**config.mk**
```make
export PLATFORM = sky130hd
export DESIGN_NAME = register_dump_reader_flat
export DESIGN_NICKNAME = d
export VERILOG_FILES = /design/src/rtl/debug_pkg.sv /design/src/rtl/register_dump_reader_if.sv /design/src/rtl/word_serializer.sv /design/src/rtl/register_dump_reader.sv /design/src/flat_wrapper.sv
export SDC_FILE = /design/constraint.sdc
export NUM_CORES = 1
export LEC_CHECK = 0
export CAP_MARGIN = 0
export CORE_MARGIN = 4
export CORE_UTILIZATION = 54
export DETAILED_ROUTE_END_ITERATION = 8
export HOLD_SLACK_MARGIN = 0.02
export PLACE_DENSITY = 0.87
export SYNTH_ARGS = -nofsm -noshare
export SYNTH_HDL_FRONTEND = slang
export SYNTH_SLANG_ARGS = --single-unit
```
**constraint.sdc**
```tcl
create_clock -name clk -period 4.4 [get_ports clk]
set_input_delay 0.88 -clock clk [delete_from_list [all_inputs] [get_ports clk]]
set_output_delay 0.88 -clock clk [all_outputs]
set_load 0.01 [all_outputs]
```
**src/rtl/debug_pkg.sv**
```systemverilog
// Shared debug-path constants and the dump reader state encoding.
// The ST_CSUM state exists only when REG_DUMP_CHECKSUM_EN is defined.
package debug_pkg;

    localparam int NUM_REGS_DEF       = 32;
    localparam int ADDR_W_DEF         = 5;
    localparam int DATA_W_DEF         = 32;
    localparam int BYTE_W_DEF         = 8;
    localparam int BYTES_PER_WORD     = DATA_W_DEF / BYTE_W_DEF;

    typedef enum logic [2:0] {
        ST_IDLE,
        ST_CAPTURE,
        ST_SEND,
        ST_WAIT,
        ST_NEXT,
`ifdef REG_DUMP_CHECKSUM_EN
        ST_CSUM,
`endif
        ST_FINISH
    } dump_state_t;

    function automatic int idx_width(input int bytes_per_word);
        return (bytes_per_word > 1) ? $clog2(bytes_per_word) : 1;
    endfunction

endpackage

```
**src/rtl/register_dump_reader_if.sv**
```systemverilog
// Bundle of bank read port, byte transmitter handshake and dump control.
interface register_dump_reader_if #(
    parameter int ADDR_W = 5,
    parameter int DATA_W = 32,
    parameter int BYTE_W = 8
);
    logic              start;
    logic              busy;
    logic              done;
    logic [ADDR_W-1:0] dir_read;
    logic [DATA_W-1:0] read_data;
    logic [BYTE_W-1:0] tx_data;
    logic              tx_start;
    logic              tx_done;

    modport master (
        input  start, read_data, tx_done,
        output busy, done, dir_read, tx_data, tx_start
    );

    modport slave (
        output start, read_data, tx_done,
        input  busy, done, dir_read, tx_data, tx_start
    );
endinterface

```
**src/rtl/word_serializer.sv**
```systemverilog
// Holds the captured register word and emits it MSB-first, one byte at a time.
// With REG_DUMP_CHECKSUM_EN it also keeps the running XOR of every emitted byte.
module word_serializer
    import debug_pkg::*;
#(
    parameter int DATA_W = 32,
    parameter int BYTE_W = 8
) (
    input  logic              clk,
    input  logic              rst,
    input  logic              i_capture,
    input  logic              i_next_byte,
    input  logic [DATA_W-1:0] i_read_data,
`ifdef REG_DUMP_CHECKSUM_EN
    input  logic              i_clear,
    input  logic              i_load_csum,
`endif
    output logic [BYTE_W-1:0] o_tx_data,
    output logic              o_last_byte
);
    localparam int BPW   = DATA_W / BYTE_W;
    localparam int IDX_W = idx_width(BPW);

    logic [DATA_W-1:0] r_word;
    logic [IDX_W-1:0]  r_idx;
    logic [BYTE_W-1:0] r_tx_data;

    logic [IDX_W-1:0]  w_next_idx;
    logic [BYTE_W-1:0] w_first_byte;
    logic [BYTE_W-1:0] w_next_byte;

    assign w_next_idx   = r_idx + 1'b1;
    assign w_first_byte = i_read_data[DATA_W-1 -: BYTE_W];
    // Byte selection is a right shift so byte 0 of the dump is the word's top byte.
    assign w_next_byte  = BYTE_W'(r_word >> (BYTE_W * (BPW - 1 - int'(w_next_idx))));
    assign o_last_byte  = (r_idx == IDX_W'(BPW - 1));
    assign o_tx_data    = r_tx_data;

`ifdef REG_DUMP_CHECKSUM_EN
    logic [BYTE_W-1:0] r_csum;

    always_ff @(posedge clk or negedge rst) begin
        if (!rst) begin
            r_word    <= '0;
            r_idx     <= '0;
            r_tx_data <= '0;
            r_csum    <= '0;
        end else begin
            if (i_clear) begin
                r_csum <= '0;
            end else if (i_capture) begin
                r_word    <= i_read_data;
                r_idx     <= '0;
                r_tx_data <= w_first_byte;
                r_csum    <= r_csum ^ w_first_byte;
            end else if (i_next_byte) begin
                r_idx     <= w_next_idx;
                r_tx_data <= w_next_byte;
                r_csum    <= r_csum ^ w_next_byte;
            end else if (i_load_csum) begin
                r_tx_data <= r_csum;
            end
        end
    end
`else
    always_ff @(posedge clk or negedge rst) begin
        if (!rst) begin
            r_word    <= '0;
            r_idx     <= '0;
            r_tx_data <= '0;
        end else begin
            if (i_capture) begin
                r_word    <= i_read_data;
                r_idx     <= '0;
                r_tx_data <= w_first_byte;
            end else if (i_next_byte) begin
                r_idx     <= w_next_idx;
                r_tx_data <= w_next_byte;
            end
        end
    end
`endif

endmodule

```
**src/rtl/register_dump_reader.sv**
```systemverilog
// Walks every bank register and streams its bytes to the debug UART transmitter.
// Define REG_DUMP_CHECKSUM_EN to append one XOR checksum byte after the last register.
//
// state   | meaning
// IDLE    | waiting for start
// CAPTURE | bank read settled, latch word for dir_read
// SEND    | tx_start high, byte presented
// WAIT    | hold byte until tx_done
// NEXT    | advance address or end the walk
// CSUM    | checksum byte presented (checksum build only)
// FINISH  | done pulse, address back to 0
module register_dump_reader
    import debug_pkg::*;
#(
    parameter int NUM_REGS = NUM_REGS_DEF,
    parameter int ADDR_W   = ADDR_W_DEF,
    parameter int DATA_W   = DATA_W_DEF,
    parameter int BYTE_W   = BYTE_W_DEF
) (
    input  logic clk,
    input  logic rst,
    register_dump_reader_if.master bus
);
    localparam logic [ADDR_W-1:0] LAST_ADDR = ADDR_W'(NUM_REGS - 1);

    dump_state_t       r_state;
    logic [ADDR_W-1:0] r_dir_read;
    logic              r_tx_start;
    logic              r_busy;
    logic              r_done;

    logic              w_capture;
    logic              w_next_byte;
    logic              w_last_byte;
    logic              w_last_addr;

    assign w_last_addr = (r_dir_read == LAST_ADDR);
    assign w_capture   = (r_state == ST_CAPTURE);

`ifdef REG_DUMP_CHECKSUM_EN
    logic r_csum_phase;
    logic w_clear;
    logic w_load_csum;

    assign w_clear     = (r_state == ST_IDLE) && bus.start;
    assign w_load_csum = (r_state == ST_NEXT) && w_last_addr;
    assign w_next_byte = (r_state == ST_WAIT) && bus.tx_done && !w_last_byte && !r_csum_phase;
`else
    assign w_next_byte = (r_state == ST_WAIT) && bus.tx_done && !w_last_byte;
`endif

    word_serializer #(
        .DATA_W (DATA_W),
        .BYTE_W (BYTE_W)
    ) u_word_serializer (
        .clk         (clk),
        .rst         (rst),
        .i_capture   (w_capture),
        .i_next_byte (w_next_byte),
        .i_read_data (bus.read_data),
`ifdef REG_DUMP_CHECKSUM_EN
        .i_clear     (w_clear),
        .i_load_csum (w_load_csum),
`endif
        .o_tx_data   (bus.tx_data),
        .o_last_byte (w_last_byte)
    );

    always_ff @(posedge clk or negedge rst) begin
        if (!rst) begin
            r_state      <= ST_IDLE;
            r_dir_read   <= '0;
            r_tx_start   <= 1'b0;
            r_busy       <= 1'b0;
            r_done       <= 1'b0;
`ifdef REG_DUMP_CHECKSUM_EN
            r_csum_phase <= 1'b0;
`endif
        end else begin
            r_tx_start <= 1'b0;
            r_done     <= 1'b0;
            case (r_state)
                ST_IDLE: begin
                    if (bus.start) begin
                        r_dir_read <= '0;
                        r_busy     <= 1'b1;
                        r_state    <= ST_CAPTURE;
                    end
                end
                // tx_start is raised on entry so it coincides with the SEND cycle.
                ST_CAPTURE: begin
                    r_tx_start <= 1'b1;
                    r_state    <= ST_SEND;
                end
                ST_SEND: begin
                    r_state <= ST_WAIT;
                end
                ST_WAIT: begin
                    if (bus.tx_done) begin
`ifdef REG_DUMP_CHECKSUM_EN
                        if (r_csum_phase) begin
                            r_done  <= 1'b1;
                            r_busy  <= 1'b0;
                            r_state <= ST_FINISH;
                        end else
`endif
                        if (!w_last_byte) begin
                            r_tx_start <= 1'b1;
                            r_state    <= ST_SEND;
                        end else begin
                            r_state <= ST_NEXT;
                        end
                    end
                end
                ST_NEXT: begin
                    if (w_last_addr) begin
`ifdef REG_DUMP_CHECKSUM_EN
                        r_tx_start   <= 1'b1;
                        r_csum_phase <= 1'b1;
                        r_state      <= ST_CSUM;
`else
                        r_done  <= 1'b1;
                        r_busy  <= 1'b0;
                        r_state <= ST_FINISH;
`endif
                    end else begin
                        r_dir_read <= r_dir_read + 1'b1;
                        r_state    <= ST_CAPTURE;
                    end
                end
`ifdef REG_DUMP_CHECKSUM_EN
                ST_CSUM: begin
                    r_state <= ST_WAIT;
                end
`endif
                ST_FINISH: begin
                    r_dir_read   <= '0;
`ifdef REG_DUMP_CHECKSUM_EN
                    r_csum_phase <= 1'b0;
`endif
                    r_state      <= ST_IDLE;
                end
                default: begin
                    r_state <= ST_IDLE;
                end
            endcase
        end
    end

    assign bus.dir_read = r_dir_read;
    assign bus.tx_start = r_tx_start;
    assign bus.busy     = r_busy;
    assign bus.done     = r_done;

endmodule
```
**src/flat_wrapper.sv**
```systemverilog
// flat-port wrapper written by rule: the top's interface ports become plain ports
module register_dump_reader_flat import debug_pkg::*;
#(
    parameter int NUM_REGS = NUM_REGS_DEF,
    parameter int ADDR_W   = ADDR_W_DEF,
    parameter int DATA_W   = DATA_W_DEF,
    parameter int BYTE_W   = BYTE_W_DEF
)
  (clk, rst, bus_start, bus_read_data, bus_tx_done, bus_busy, bus_done, bus_dir_read, bus_tx_data, bus_tx_start);
  register_dump_reader_if #(.ADDR_W(ADDR_W), .DATA_W(DATA_W), .BYTE_W(BYTE_W)) bus_i ();
  input  logic clk;
  input  logic rst;
  input wire logic [$bits(bus_i.start)-1:0] bus_start;
  input wire logic [$bits(bus_i.read_data)-1:0] bus_read_data;
  input wire logic [$bits(bus_i.tx_done)-1:0] bus_tx_done;
  output wire logic [$bits(bus_i.busy)-1:0] bus_busy;
  output wire logic [$bits(bus_i.done)-1:0] bus_done;
  output wire logic [$bits(bus_i.dir_read)-1:0] bus_dir_read;
  output wire logic [$bits(bus_i.tx_data)-1:0] bus_tx_data;
  output wire logic [$bits(bus_i.tx_start)-1:0] bus_tx_start;
  assign bus_i.start = bus_start;
  assign bus_i.read_data = bus_read_data;
  assign bus_i.tx_done = bus_tx_done;
  assign bus_busy = bus_i.busy;
  assign bus_done = bus_i.done;
  assign bus_dir_read = bus_i.dir_read;
  assign bus_tx_data = bus_i.tx_data;
  assign bus_tx_start = bus_i.tx_start;
  register_dump_reader #(.NUM_REGS(NUM_REGS), .ADDR_W(ADDR_W), .DATA_W(DATA_W), .BYTE_W(BYTE_W)) u_core (.clk(clk), .rst(rst), .bus(bus_i));
endmodule
```
==> flow_summary.toml, run 1 <==
[detailed_routing]
drc = 0
dr.pass1.iters = 4
drtAntennaViolNets = 0
vias_per_cell = 5.68
via_count = 1586
routedWlPerCell_um = 16.7
routed_wl_um = 4660
first_iter_violations = 87

[global_routing]
grt-ovfl-total = 0
antenna_found_initial = 0
grt_first_pass_wirelength_um = 7690
grt_max_degree = 54
grtUsageTotal_pct = 18.5
grt_pass1_vias = 1633

[power_and_ir_drop]
power.share.clock_pct = 17.1
irDropWorstVdd_mv = 0.364
p_total_mw = 1.96
pwr-share-comb_pct = 38.9
power.leakage_nw = 1.28
power_density_mw_per_mm2 = 648
p_int_mw = 1.35
p_sw_uw = 618
sequentialPowerShare_pct = 44.0
swShare_pct = 31.4

[logic_synthesis]
synth_top_area_share_pct = 55.3
synth.most_common_cell = "dfrtp_1"
avgSynthCellArea_um2 = 13.4
synth_area_leader_cell = "dfrtp_1"
synth_cell_types = 31
syn_area_mm2 = 0.00240
synth.area.top_cells = "dfrtp_1, mux2_2, mux4_2"
synthFlopType = "dfrtp_1"
synth_edf_count = 0
yosys-top-cells-count = "dfrtp_1, mux2_2, o21ai_0"
seq_area_frac_synth_pct = 55.3
ys_ff_latch = 53
syn-num-nets = 218
async_flop_share_pct = 100
syn_inst = 179
yosys_warnings = 0

[setup_path]
crit_path_end_kind = "output port"
cp.arrival_ps = 1320
path_delay_family = "buffers and inverters"
max_stage_delay_ps = 570
crit_start = "u_core.bus.dir_read[0]$_DFFE_PN0P_"
worst-setup-path-type = "flip-flop to output port"
cp-start-kind = "flip-flop"
reg2reg_depth = 3
rr_startpoint = "u_core.r_state[2]$_DFFE_PN0P_"
crit_path_end = "bus_dir_read[0]"
r2r_slack_ps = 2360
slowest_stage = "clkdlybuf4s50_1"
required_ps = 3520
worst-path-stages = 1
crit_chain = "clkdlybuf4s50_1"
rr_endpoint = "u_core.u_word_serializer.r_word[27]$_DFFE_PN0P_"
cp_max_fo = 5
critPathBufInv = 1

[min_path]
holdCritPathClass = "flip-flop to flip-flop"
whs_path_depth = 1

[placed_design]
place_congestion = 0.815
port_buffers = 51
dp_hpwl_um = 3320

[floorplan]
die-area_mm2 = 0.00557
start_util_pct = 57.9
num_rows = 23
die_x_um = 74.6
dieHeight_um = 74.6
ios = 52
core_area_mm2 = 0.00414

[cts]
clkTransAtPathRegs_ps = 90
h-tree-depth = 2
clock-sinks = 53
cts_tree = "done"
clkLatencyLatePin_ps = 320
root_buffer = "clkbuf_8"
postCtsSetupBuffers = 0
numCtsBuffers = 5
cts_resized = 0
postCtsHoldBufs = 0
cts_buffer_depth = 2

[timing]
finalClockSkew_ps = 12.6
min_period_ps = 2200
slew_headroom_pct = 31.1
drv_slew = 0
finalHoldViolCount = 0
fin_crit_sh_pct = 50.0
clock.fmax_ghz = 0.455
setup_tns_ps = 0
setup-violations-final = 0
tightest_slew_ps = 1030
rsz0062_at_grt = "false"

[cells_and_area]
seqCellArea_mm2 = 0.00133
diodes = 0
drive_gt1_share_pct = 24.0
syn_to_final_growth_pct = 26.5
fillers = 298
multi_input_area_um2 = 978
layout.nets = 267

[job]
maxCapViolCount = 0

[outcome]
status = "completed"
per-layer routing:
layer / wire (µm) / global-route usage (%) / up-vias
met5: 0 / 0 / -
met4: 65 / 7.31 / 0
met3: 286 / 6.28 / 6
met2: 2320 / 29.3 / 40
met1: 1990 / 23.6 / 793
li1: - / - / 747
kinds of logic (layout without fill, tap and decap cells):
kind of cell | after synthesis | after routing | synth area share, %
flops | 53 | 53 | 55.3
mux | 41 | 41 | 23.0
compound gates | 35 | 35 | 9.24
simple gates | 27 | 27 | 6.79
buf+inv | 20 | 70 | 4.07
fa+ha+maj | 3 | 3 | 1.57
through the flow:
stage / std cells / hold slack, ps / setup slack [ps] / utilization [%] / area, µm²
after floorplan: 179 / 475 / 2590 / - / 2400
after global placement: 271 / 485 / 2150 / 70.4 / 2920
after detailed placement: 271 / 494 / 2060 / 70.4 / 2920
after CTS: 279 / 515 / 2200 / 73.2 / 3030
after global routing: 279 / 536 / 2150 / 73.2 / 3030
final: 279 / 509 / 2200 / 73.2 / 3030
layout by cell type, fill, tap and decap left out, drive strengths merged, types with 5 or more instances in the layout:
cell type and n:
a22oi 9, clkbuf 5, clkdlybuf4s50 50, dfrtp 53
inv 10, mux2 33, mux4 8, nor2 7
o21ai 16
worst min path at each step:
stage / from / end / slack [ps]
CTS: u_core.u_word_serializer.r_word[12]$_DFFE_PN0P_ / u_core.u_word_serializer.r_word[12]$_DFFE_PN0P_ / 510
floorplan: u_core.u_word_serializer.r_word[0]$_DFFE_PN0P_ / u_core.u_word_serializer.r_word[0]$_DFFE_PN0P_ / 480
global route: u_core.u_word_serializer.r_word[28]$_DFFE_PN0P_ / u_core.u_word_serializer.r_word[28]$_DFFE_PN0P_ / 540
detailed placement: u_core.u_word_serializer.r_word[18]$_DFFE_PN0P_ / u_core.u_word_serializer.r_word[18]$_DFFE_PN0P_ / 490
finish: u_core.u_word_serializer.r_word[27]$_DFFE_PN0P_ / u_core.u_word_serializer.r_word[27]$_DFFE_PN0P_ / 510
global placement: u_core.u_word_serializer.r_word[7]$_DFFE_PN0P_ / u_core.u_word_serializer.r_word[7]$_DFFE_PN0P_ / 480
cell type report:
| type | instances | share of cell area [%] |
|---|---|---|
| Timing Repair Buffer | 52 | 16.9 |
| Multi-Input combinational cell | 106 | 32.3 |
| Sequential cell | 53 | 43.7 |
| Clock inverter | 3 | 1.53 |
| Clock buffer | 5 | 2.27 |
| Tap cell | 50 | 2.06 |
| Inverter | 10 | 1.24 |
sequential cells by signal (all words and copies together), names as in the netlist:
signal                              flops
u_core.u_word_serializer.r_word        32
u_core.u_word_serializer.o_tx_data      8
u_core.bus.dir_read                     5
u_core.r_state                          3
u_core.u_word_serializer.r_idx          2
u_core.bus.busy                         1
u_core.bus.done                         1
u_core.bus.tx_start                     1
power by group through the flow:
stage | Sequential [mW] | Clock, mW | Combinational (mW)
floorplan | 0.808 | 0 | 0.598
global placement | 0.860 | 0 | 0.741
detailed placement | 0.876 | 0 | 0.776
CTS | 0.867 | 0.342 | 0.775
global route | 0.897 | 0.362 | 0.843
finish | 0.864 | 0.336 | 0.764
No activity file was read; power rests on OpenSTA's default activity.
==> inputs of run 2 (changes only) <==
- CORE_UTILIZATION: 54 -> 50
- PLACE_DENSITY: 0.87 -> 0.82
- clock period: 4.4 -> 2.1 ns (I/O delays scaled with it)
==> flow_summary.toml, run 2 (synthesized netlist as in run 1, its figures left out) <==
[global_routing]
grtUsageTotal_pct = 16.0
grt-ovfl-total = 0
grt_pass1_vias = 1619
grt_first_pass_wirelength_um = 7600
grt_max_degree = 41
antenna_found_initial = 0

[cts]
clkLatencyLatePin_ps = 300
cts_resized = 0
cts_buffer_depth = 2
clkTransAtPathRegs_ps = 90
clock-sinks = 53
root_buffer = "clkbuf_8"
cts_tree = "done"
h-tree-depth = 2
numCtsBuffers = 5
postCtsSetupBuffers = 0
postCtsHoldBufs = 0

[setup_path]
reg2reg_depth = 7
cp_max_fo = 5
required_ps = 2290
max_stage_delay_ps = 430
cp-start-kind = "flip-flop"
rr_endpoint = "u_core.bus.dir_read[2]$_DFFE_PN0P_"
cp.arrival_ps = 2090
crit_chain = "ha_1, and3_1, ha_1, nand2b_2, a22oi_1, or2_1, a211o_1"
slowest_stage = "dfrtp_1"
r2r_slack_ps = 190
crit_path_end_kind = "flip-flop"
worst-setup-path-type = "flip-flop to flip-flop"
crit_top_cell = "ha_1"
rr_startpoint = "u_core.bus.dir_read[0]$_DFFE_PN0P_"

[floorplan]
num_rows = 24
die_x_um = 77.2
ios = 52
die-area_mm2 = 0.00597
start_util_pct = 53.2
core_area_mm2 = 0.00450
dieHeight_um = 77.2

[cells_and_area]
postLayoutCellArea_mm2 = 0.00305
syn_to_final_growth_pct = 27.3
final_common_cell = "dfrtp_1"
final_cell_mix = "dfrtp_1, clkdlybuf4s50_1, mux2_2, o21ai_0, inv_1"
drive_gt1_share_pct = 25.0
diodes = 0
largest_reg_flops = 32
layout.nets = 270
largest_register = "u_core.u_word_serializer.r_word"

[placed_design]
port_buffers = 51
dp_hpwl_um = 3300
dpl-instance-area_mm2 = 0.00296
pre_cts_slack_ps = 196
place_congestion = 0.800

[timing]
setup_ws_ps = 191
finalClockSkew_ps = 5.05
fin_crit_sh_pct = 90.9
finalHoldViolCount = 0
tightest_slew_ps = 511
drv_slew = 0
clock.fmax_ghz = 0.524
rsz0062_at_grt = "false"
setup-violations-final = 0
slew_headroom_pct = 65.9
min_period_ps = 1910
setup_tns_ps = 0

[power_and_ir_drop]
power.share.clock_pct = 14.7
swShare_pct = 30.8
p_int_mw = 2.76
pwr-share-comb_pct = 41.7
p_sw_mw = 1.23
irDropWorstVdd_mv = 0.702
power.leakage_nw = 1.29
sequentialPowerShare_pct = 43.6
power_density_mw_per_mm2 = 1310
p_total_mw = 4.00

[detailed_routing]
dr.pass1.iters = 4
drtAntennaViolNets = 0
via_count = 1557
first_iter_violations = 69
vias_per_cell = 5.48
routedWlPerCell_um = 15.3
drc = 0
routed_wl_um = 4360

[job]
maxCapViolCount = 0

[min_path]
holdCritPathClass = "primary input to async pin"

[outcome]
status = "completed"
run 2: cell count changes in the layout (fill, tap and decap cells not counted):
cell | before | now
clkbuf_8 | 5 | 6
bufinv_16 | 1 | 0
clkinv_2 | 0 | 1
clkinvlp_4 | 1 | 0
buf_12 | 0 | 1
buf_4 | 1 | 3
run 2: cell type report:
| class | count | area [µm²] |
|---|---|---|
| clock buffers | 6 | 82.6 |
| clock inverters | 2 | 13.8 |
| fillers | 344 | 1450 |
| inverters | 10 | 37.5 |
| multi-input cells | 106 | 978 |
| flip-flops and latches | 53 | 1330 |
| well taps | 52 | 65.1 |
| repair buffers | 55 | 548 |
run 2: critical path: cells and delay by family, from the launching register on:
kind	cells	cell delay, ps
AND/OR/NAND/NOR	3	530
adder cells (fa/ha/maj)	2	430
flip-flops	1	430
AO/OA/AOI/OAI	2	420
run 2: stage by stage:
step	std cells	hold slack [ps]	utilization, %
6_report	284	57.4	67.8
3_3_place_gp	276	395	65.6
5_1_grt	284	87.2	67.8
4_1_cts	284	67.0	67.8
3_5_place_dp	276	396	65.6
2_1_floorplan	179	124	-
run 2: routing by layer:
metal | GRT usage [%] | up-vias | share of wire [%]
li1 | - | 755 | -
met1 | 20.1 | 760 | 44
met2 | 26.8 | 34 | 50
met3 | 3.51 | 8 | 4.3
met4 | 6.23 | 0 | 1.8
met5 | 0 | - | 0
run 2: worst max-delay path by stage:
stage                                         end  cells past startpoint                          startpoint  slack (ps)
3_3_place_gp   u_core.bus.dir_read[3]$_DFFE_PN0P_                      7  u_core.bus.dir_read[0]$_DFFE_PN0P_         270
2_1_floorplan  u_core.bus.dir_read[3]$_DFFE_PN0P_                      7  u_core.bus.dir_read[0]$_DFFE_PN0P_         290
5_1_grt        u_core.bus.dir_read[2]$_DFFE_PN0P_                      7  u_core.bus.dir_read[0]$_DFFE_PN0P_          80
6_report       u_core.bus.dir_read[2]$_DFFE_PN0P_                      7  u_core.bus.dir_read[0]$_DFFE_PN0P_         190
4_1_cts        u_core.bus.dir_read[2]$_DFFE_PN0P_                      7  u_core.bus.dir_read[0]$_DFFE_PN0P_         180
3_5_place_dp   u_core.bus.dir_read[2]$_DFFE_PN0P_                      7  u_core.bus.dir_read[0]$_DFFE_PN0P_         200
run 2: power groups by stage:
stage | sequential, mW | clock [mW] | combinational (mW)
after floorplan | 1.69 | 0 | 1.25
after global placement | 1.74 | 0 | 1.65
after detailed placement | 1.77 | 0 | 1.69
after CTS | 1.75 | 0.609 | 1.69
after global routing | 1.80 | 0.651 | 1.85
final | 1.74 | 0.588 | 1.66
==> inputs of run 3 (changes only) <==
--- a/config.mk
+++ b/config.mk
@@ -11,2 +11,3 @@
 export DETAILED_ROUTE_END_ITERATION = 8
+export GPL_ROUTABILITY_DRIVEN = 1
 export HOLD_SLACK_MARGIN = 0.02
--- a/constraint.sdc
+++ b/constraint.sdc
@@ -3,2 +3,2 @@
 set_output_delay 0.42 -clock clk [all_outputs]
-set_load 0.01 [all_outputs]
+set_load 0.1 [all_outputs]
==> flow_summary.toml, run 3 (synthesized netlist as in run 1, its figures left out) <==
[cts]
root_buffer = "clkbuf_8"
clkLatencyLatePin_ps = 310
cts_tree = "done"
numCtsBuffers = 5
postCtsSetupBuffers = 0
postCtsHoldBufs = 0
cts_buffer_depth = 2
h-tree-depth = 2
clkTransAtPathRegs_ps = 100
clock-sinks = 53
cts_resized = 0

[detailed_routing]
drtAntennaViolNets = 0
vias_per_cell = 5.56
dr.pass1.iters = 4
first_iter_violations = 107
via_count = 1580
routed_wl_um = 4410
routedWlPerCell_um = 15.5
drc = 0

[timing]
setup_tns_ps = 0
clock.fmax_ghz = 0.516
tightest_slew_ps = 528
slew_headroom_pct = 64.8
fin_crit_sh_pct = 92.2
finalClockSkew_ps = 9.53
whs_ps = 47.9
finalHoldViolCount = 0
drv_slew = 0
min_period_ps = 1940
setup-violations-final = 0
rsz0062_at_grt = "false"

[cells_and_area]
postLayoutCellArea_mm2 = 0.00301
diodes = 0
largest_reg_flops = 32
fillers = 336
final_cell_mix = "dfrtp_1, clkdlybuf4s50_1, mux2_2, buf_4, o21ai_0"
final_util_pct = 66.9
syn_to_final_growth_pct = 25.7
layout.nets = 270
largest_register = "u_core.u_word_serializer.r_word"
final_common_cell = "dfrtp_1"
drive_gt1_share_pct = 33.6

[placed_design]
dpl-instance-area_mm2 = 0.00292
port_buffers = 51
place_congestion = 0.904
dp_hpwl_um = 3250

[floorplan]
core_area_mm2 = 0.00450
start_util_pct = 53.2
ios = 52
die-area_mm2 = 0.00597
die_x_um = 77.2
num_rows = 24
dieHeight_um = 77.2

[power_and_ir_drop]
power_density_mw_per_mm2 = 1520
pwr-share-comb_pct = 49.0
p_total_mw = 4.57
irDropWorstVdd_mv = 0.666
p_sw_mw = 1.87
power.leakage_nw = 1.31
power.share.clock_pct = 12.7
p_int_mw = 2.70
swShare_pct = 40.8
sequentialPowerShare_pct = 38.2

[setup_path]
crit_path_end_kind = "flip-flop"
required_ps = 2290
cp-start-kind = "flip-flop"
r2r_slack_ps = 160
cp_max_fo = 5
cp.arrival_ps = 2120
rr_startpoint = "u_core.bus.dir_read[0]$_DFFE_PN0P_"
reg2reg_depth = 7
worst-setup-path-type = "flip-flop to flip-flop"
rr_endpoint = "u_core.bus.dir_read[2]$_DFFE_PN0P_"

[global_routing]
antenna_found_initial = 0
grt_max_degree = 41
grt_pass1_vias = 1471
grt_first_pass_wirelength_um = 6930
grt-ovfl-total = 0
grtUsageTotal_pct = 14.7

[min_path]
holdCritPathClass = "primary input to async pin"

[outcome]
status = "completed"

[job]
maxCapViolCount = 0
==> run 3: cell count changes in the layout (fill, tap and decap cells not counted), sizes merged <==
cell	change
buf	+16
inv	+1
clkinv	-1
clkdlybuf4s50	-16
clkinvlp	+1
clkbuf	-1
==> run 3: final cells by class <==
type                            instances  area, µm²  share of cell area [%]
Timing Repair Buffer                   55        508                    16.9
Sequential cell                        53       1330                    44.2
Clock buffer                            5       68.8                    2.28
Multi-Input combinational cell        106        978                    32.5
Tap cell                               52       65.1                    2.16
Clock inverter                          3       25.0                   0.830
Inverter                               10       37.5                    1.25
==> run 3: critical path, cell delays in order, from the launching register on <==
cell and delay (ps):
dfrtp_2 440, ha_1 220, and3_1 150, ha_1 200, nand2b_2 100, a22oi_1 130, or2_1 280, a211o_1 310
==> run 3: per-stage QoR <==
step                      setup slack [ps]  instances
after CTS                              166        284
final                                  163        284
after global placement                 253        276
after detailed placement               182        276
after global routing                  65.1        284
after floorplan                       33.3        179
==> run 3: worst max-delay path by stage <==
stage                                            start                            endpoint  slack (ps)
finish              u_core.bus.dir_read[0]$_DFFE_PN0P_  u_core.bus.dir_read[2]$_DFFE_PN0P_         160
global route        u_core.bus.dir_read[0]$_DFFE_PN0P_  u_core.bus.dir_read[2]$_DFFE_PN0P_          70
CTS                 u_core.bus.dir_read[0]$_DFFE_PN0P_  u_core.bus.dir_read[2]$_DFFE_PN0P_         170
detailed placement  u_core.bus.dir_read[0]$_DFFE_PN0P_  u_core.bus.dir_read[2]$_DFFE_PN0P_         180
global placement    u_core.bus.dir_read[0]$_DFFE_PN0P_  u_core.bus.dir_read[3]$_DFFE_PN0P_         250
floorplan           u_core.bus.dir_read[0]$_DFFE_PN0P_  u_core.bus.dir_read[3]$_DFFE_PN0P_          30
==> run 3: layer usage <==
layer	part of all wire [%]	up-vias	wire, µm	GRT usage, %
met2	50	50	2210	24.3
li1	-	751	-	-
met5	0	-	0	0
met3	5.4	2	238	4.33
met4	0.57	0	25	4.27
met1	44	777	1940	18.8
==> run 3: power by group through the flow <==
| stage | Combinational [mW] | Clock (mW) | Sequential, mW |
|---|---|---|---|
| final | 2.24 | 0.582 | 1.75 |
| after global routing | 2.39 | 0.635 | 1.81 |
| after CTS | 2.27 | 0.599 | 1.75 |
| after detailed placement | 2.27 | 0 | 1.77 |
| after global placement | 2.23 | 0 | 1.75 |
| after floorplan | 1.25 | 0 | 2.29 |
==> patch 1, RTL diff (config.mk and constraints of run 1) <==
The package constant `ADDR_W_DEF` goes from 5 to 6.
--- a/src/rtl/debug_pkg.sv
+++ b/src/rtl/debug_pkg.sv
@@ -3,7 +3,7 @@
 package debug_pkg;
 
     localparam int NUM_REGS_DEF       = 32;
-    localparam int ADDR_W_DEF         = 5;
+    localparam int ADDR_W_DEF         = 6;
     localparam int DATA_W_DEF         = 32;
     localparam int BYTE_W_DEF         = 8;
     localparam int BYTES_PER_WORD     = DATA_W_DEF / BYTE_W_DEF;
Interface: changed (resized bus_dir_read); port bits go from 52 to 53. No check against the original RTL was run, so the function may have changed too.
==> patch 1 against run 1 <==
  * Synthesized cell count up 42%
  * Area after synthesis up 3.1%
  * Worst setup slack worse by 0.080 ns
  * Cell area up 0.66%
  * Wire length up 9.5%
  * Total power up 0.30%
  * Core utilization down 3.6 points
  * Sequential cell count up 1
  * Global-route usage up 0.78 points
  * Hold slack worse by 0.031 ns
  * Largest cell class unchanged
==> patch 1: results (changes against run 1) <==
Placed Area=2980 sq um (+2.0%); hold path depth=2 (+1); Worst EP arrival=1.40 ns (+0.08 ns); Clk Latency, worst-skew pair=0.30 ns (-0.02 ns); post-DP HPWL=3.60 mm (+8.3%); R2R setup slack=2.41 ns (+0.05 ns); Reg2Reg Depth=4 (+1); layout cell share with drive strength beyond 1=0.0764 (-0.164); first-pass GRT wire length=8.23 mm (+7.0%); Max stage delay on crit path=0.60 ns (+0.03 ns); routing usage on met1=0.240 (+0.00376); sequential fraction of the synthesis area=0.547 (-0.00668); Hold Path End=u_core.u_word_serializer.r_word[5]; syn_nets=293 (+34%); Final Worst Setup Slack=2.12 ns (-0.0799 ns); GR Layer Usage met2=0.325 (+0.0323); number of port buffers=52 (+2.0%); Worst-Margin Slew=1.16 ns (+0.127 ns); routed len/inst=14.5 um (-13%); Hold Startpoint=u_core.u_word_serializer.r_word[5]; routed wl met2=2.65 mm (+14%); largest net degree at the start of global routing=55 (+1.9%); Fill cells=347 (+16%); status=completed; critical path capture point=bus_dir_read[2]; Synth Area per Inst=9.70 sq um (-28%); RD Place Congestion=0.888 (+9.0%); final std cells w/o fill=353 (+27%); DR iter-0 viols=127 (+46%); post-route clock skew=0.00780 ns (-0.00476 ns); number of global-route vias before repair=1858 (+14%); worst reg2reg path endpoint=u_core.u_word_serializer.o_tx_data[7]; Max VDD drop=335 uV (-8.1%); synth cell count leaders=nand2_1 (103), dfrtp_1 (54), nand3_1 (29); cells taking the most area after synthesis=dfrtp_1 (55%), nand2_1 (16%), mux4_2 (7.3%), nand3_1 (5.9%), buf_2 (1.8%)
patch 1: cell families (layout without fill, tap and decap cells):
family | after synthesis | after routing | synth area share
AND/OR/NAND/NOR | 150 | 150 | 0.266
flip-flops | 54 | 54 | 0.547
AO/OA/AOI/OAI | 23 | 23 | 0.0592
buffers and inverters | 17 | 63 | 0.0410
multiplexers | 9 | 9 | 0.0774
adder cells (fa/ha/maj) | 2 | 2 | 0.0101
patch 1: layout make-up:
| class | instances | area (sq um) | area share |
|---|---|---|---|
| timing repair buffer | 54 | 531 | 0.174 |
| tap | 52 | 65.1 | 0.0213 |
| sequential | 54 | 1350 | 0.443 |
| multi-input combinational | 184 | 1020 | 0.335 |
| inverter | 2 | 7.51 | 0.00246 |
| clock buffer | 7 | 76.3 | 0.0250 |
patch 1: power by group through the flow:
stage	registers, uW	clock network, uW	logic [uW]
2_1_floorplan	841	0	632
3_3_place_gp	897	0	786
3_5_place_dp	908	0	822
4_1_cts	898	262	825
5_1_grt	933	282	908
6_report	900	259	812
==> patch 2, RTL diff (settings of run 1) <==
Without the edit above. Re-encode `dump_state_t` (6 states) as one-hot, 6 bits wide.
--- a/src/rtl/debug_pkg.sv
+++ b/src/rtl/debug_pkg.sv
@@ -8,16 +8,16 @@
     localparam int BYTE_W_DEF         = 8;
     localparam int BYTES_PER_WORD     = DATA_W_DEF / BYTE_W_DEF;
 
-    typedef enum logic [2:0] {
-        ST_IDLE,
-        ST_CAPTURE,
-        ST_SEND,
-        ST_WAIT,
-        ST_NEXT,
+    typedef enum logic [5:0] {
+        ST_IDLE    = 6'b000001,
+        ST_CAPTURE = 6'b000010,
+        ST_SEND    = 6'b000100,
+        ST_WAIT    = 6'b001000,
+        ST_NEXT    = 6'b010000,
 `ifdef REG_DUMP_CHECKSUM_EN
         ST_CSUM,
 `endif
-        ST_FINISH
+        ST_FINISH  = 6'b100000
     } dump_state_t;
 
     function automatic int idx_width(input int bytes_per_word);
Behaviour: no difference found for any inputs over 10 cycles, from zero or initial values and one cycle with rst low; not proved beyond that.
==> patch 2 against run 1 <==
  * Sequential cell count rose by 3
  * Cell area rose by 9.6%
  * Clock power down 15%
  * Area after synthesis rose by 13%
  * Hold slack got worse by 0.032 ns
  * Largest power group is now combinational cells
  * Critical endpoint is now u_core.u_word_serializer.r_word[29]
  * Wire length increased by 9.9%
  * Worst setup slack got worse by 0.15 ns
  * Largest cell class unchanged
  * Total power increased by 4.3%
==> patch 2: results (changes against run 1) <==
status=completed; largest net degree at the start of global routing=57 (+5.6%); YS warnings=0 (unchanged); Placed Area=3240 sq um (+11%); ANT nets after route=0 (unchanged); root buffer cell=clkbuf_8; Largest Register=u_core.u_word_serializer.r_word; number of nets in the layout=317 (+19%); Max VDD drop=348 uV (-4.4%); Reg2Reg Depth=4 (+1); clock-pin slew on the worst setup and hold paths=0.11 ns (+0.02 ns); first-pass GRT wire length=8.79 mm (+14%); Clk Latency, worst-skew pair=0.32 ns (about the same); syn_nets=267 (+22%); CTS Buf Count=5 (unchanged); slowest CP cell=and2_1; sequential fraction of the synthesis area=0.517 (-0.0364); post-route clock skew=0.0126 ns (+0.0000824 ns); Initial DRT Pass Iterations=4 (unchanged); Max stage delay on crit path=0.59 ns (+0.02 ns); synth unique cells=40 (+29%); Main synth FF type=dfrtp_1; post-DP HPWL=3.77 mm (+13%); R2R setup slack=2.05 ns (-0.31 ns); Tightest Hold Check Type=reg -> reg; Post-CTS Setup Bufs=0 (unchanged); Synth async-reset ratio=1.00 (unchanged); total length of routed wires=5.13 mm (+9.9%); initial antenna violation count=0 (unchanged); Crit Path Max Fanout=18 (+13); RD Place Congestion=0.785 (-3.7%); cells taking the most area after synthesis=dfrtp_1 (51%), nand2_1 (11%), mux2_4 (8.9%), mux4_2 (6.6%), mux2_1 (3.3%); hold path depth=2 (+1); synth cell count leaders=nand2_1 (80), dfrtp_1 (55), mux2_4 (16); # resized after CTS=0 (unchanged); DR iter-0 viols=179 (+110%); max reg flops=32 (unchanged); ANT cells=0 (unchanged); Vias=1809 (+14%); number of port buffers=51 (unchanged); Worst-Margin Slew=0.678 ns (-0.353 ns); Leak Pwr=0.00155 uW (+21%); all-layer global routing usage=0.183 (-0.00176); Clock Tree Buf Depth=2 (unchanged); Worst EP arrival=2.56 ns (+1.24 ns); hold_buf cts=0 (unchanged); layout cell share with drive strength beyond 1=0.165 (-0.0753); CTS H-Tree Depth=2 (unchanged)
-- patch 2: cell count changes after synthesis, moves of 4 or more --
cell,delta
a22oi_1,-9
inv_1,-9
mux2_1,+8
mux2_2,-33
mux2_4,+16
nand2_1,+77
nor2_1,-4
o21ai_0,-12
-- patch 2: per-layer routing --
| layer | share of wire | vias up | GRT usage |
|---|---|---|---|
| li1 | - | 880 | - |
| met1 | 0.44 | 882 | 0.246 |
| met2 | 0.50 | 39 | 0.296 |
| met3 | 0.039 | 8 | 0.0351 |
| met4 | 0.019 | 0 | 0.0704 |
| met5 | 0 | - | 0 |
-- patch 2: critical path: cells and delay by family (launching register included) --
family / cells / cell delay [ns]
buffers and inverters: 1 / 0.34
flip-flops: 1 / 0.55
multiplexers: 1 / 0.35
AND/OR/NAND/NOR: 2 / 0.99
-- patch 2: cell families (layout without fill, tap and decap cells) --
group	count (synthesis)	count (layout)	synth area share
AOI/OAI and AO/OA	16	16	0.0378
xor gates and xnor gates	1	1	0.00323
adders and majority gates	3	3	0.0138
buffers and inverters	11	62	0.0318
DFF	56	56	0.517
muxes	32	32	0.188
and+or+nand+nor	109	109	0.208
-- patch 2: path summary, 6_finish.rpt --
kind                                                  endpoint                               start
max in group asynchronous   u_core.u_word_serializer.r_word[9]                                 rst
min in group asynchronous               u_core.bus.dir_read[0]                                 rst
max                        u_core.u_word_serializer.r_word[29]                   u_core.r_state[4]
min                         u_core.u_word_serializer.r_word[9]  u_core.u_word_serializer.r_word[9]
min reg2reg                 u_core.u_word_serializer.r_word[9]  u_core.u_word_serializer.r_word[9]
max reg2reg                u_core.u_word_serializer.r_word[29]                   u_core.r_state[4]
-- patch 2: metrics by stage --
stage                     hold slack [ns]  setup slack, ns  instances  utilization  total power [uW]
after floorplan                     0.440             2.52        228            -              1550
after global placement              0.453             2.09        338        0.676              1730
after detailed placement            0.463             2.04        338        0.676              1780
after CTS                           0.486             2.02        346        0.695              2060
after global routing                0.514             1.89        346        0.695              2200
final                               0.476             2.05        346        0.695              2050
-- patch 2: layout make-up --
class | instances | area (sq um)
tap | 67 | 83.8
sequential | 56 | 1400
clock buffer | 6 | 72.6
fill | 357 | 1460
clock inverter | 2 | 16.3
inverter | 1 | 3.75
timing repair buffer | 53 | 520
multi-input combinational | 161 | 1220
-- patch 2: power breakdown --
group	total, uW	switching [uW]	internal, uW
logic	892	359	533
clock network	285	172	114
registers	871	144	726
total	2050	675	1370
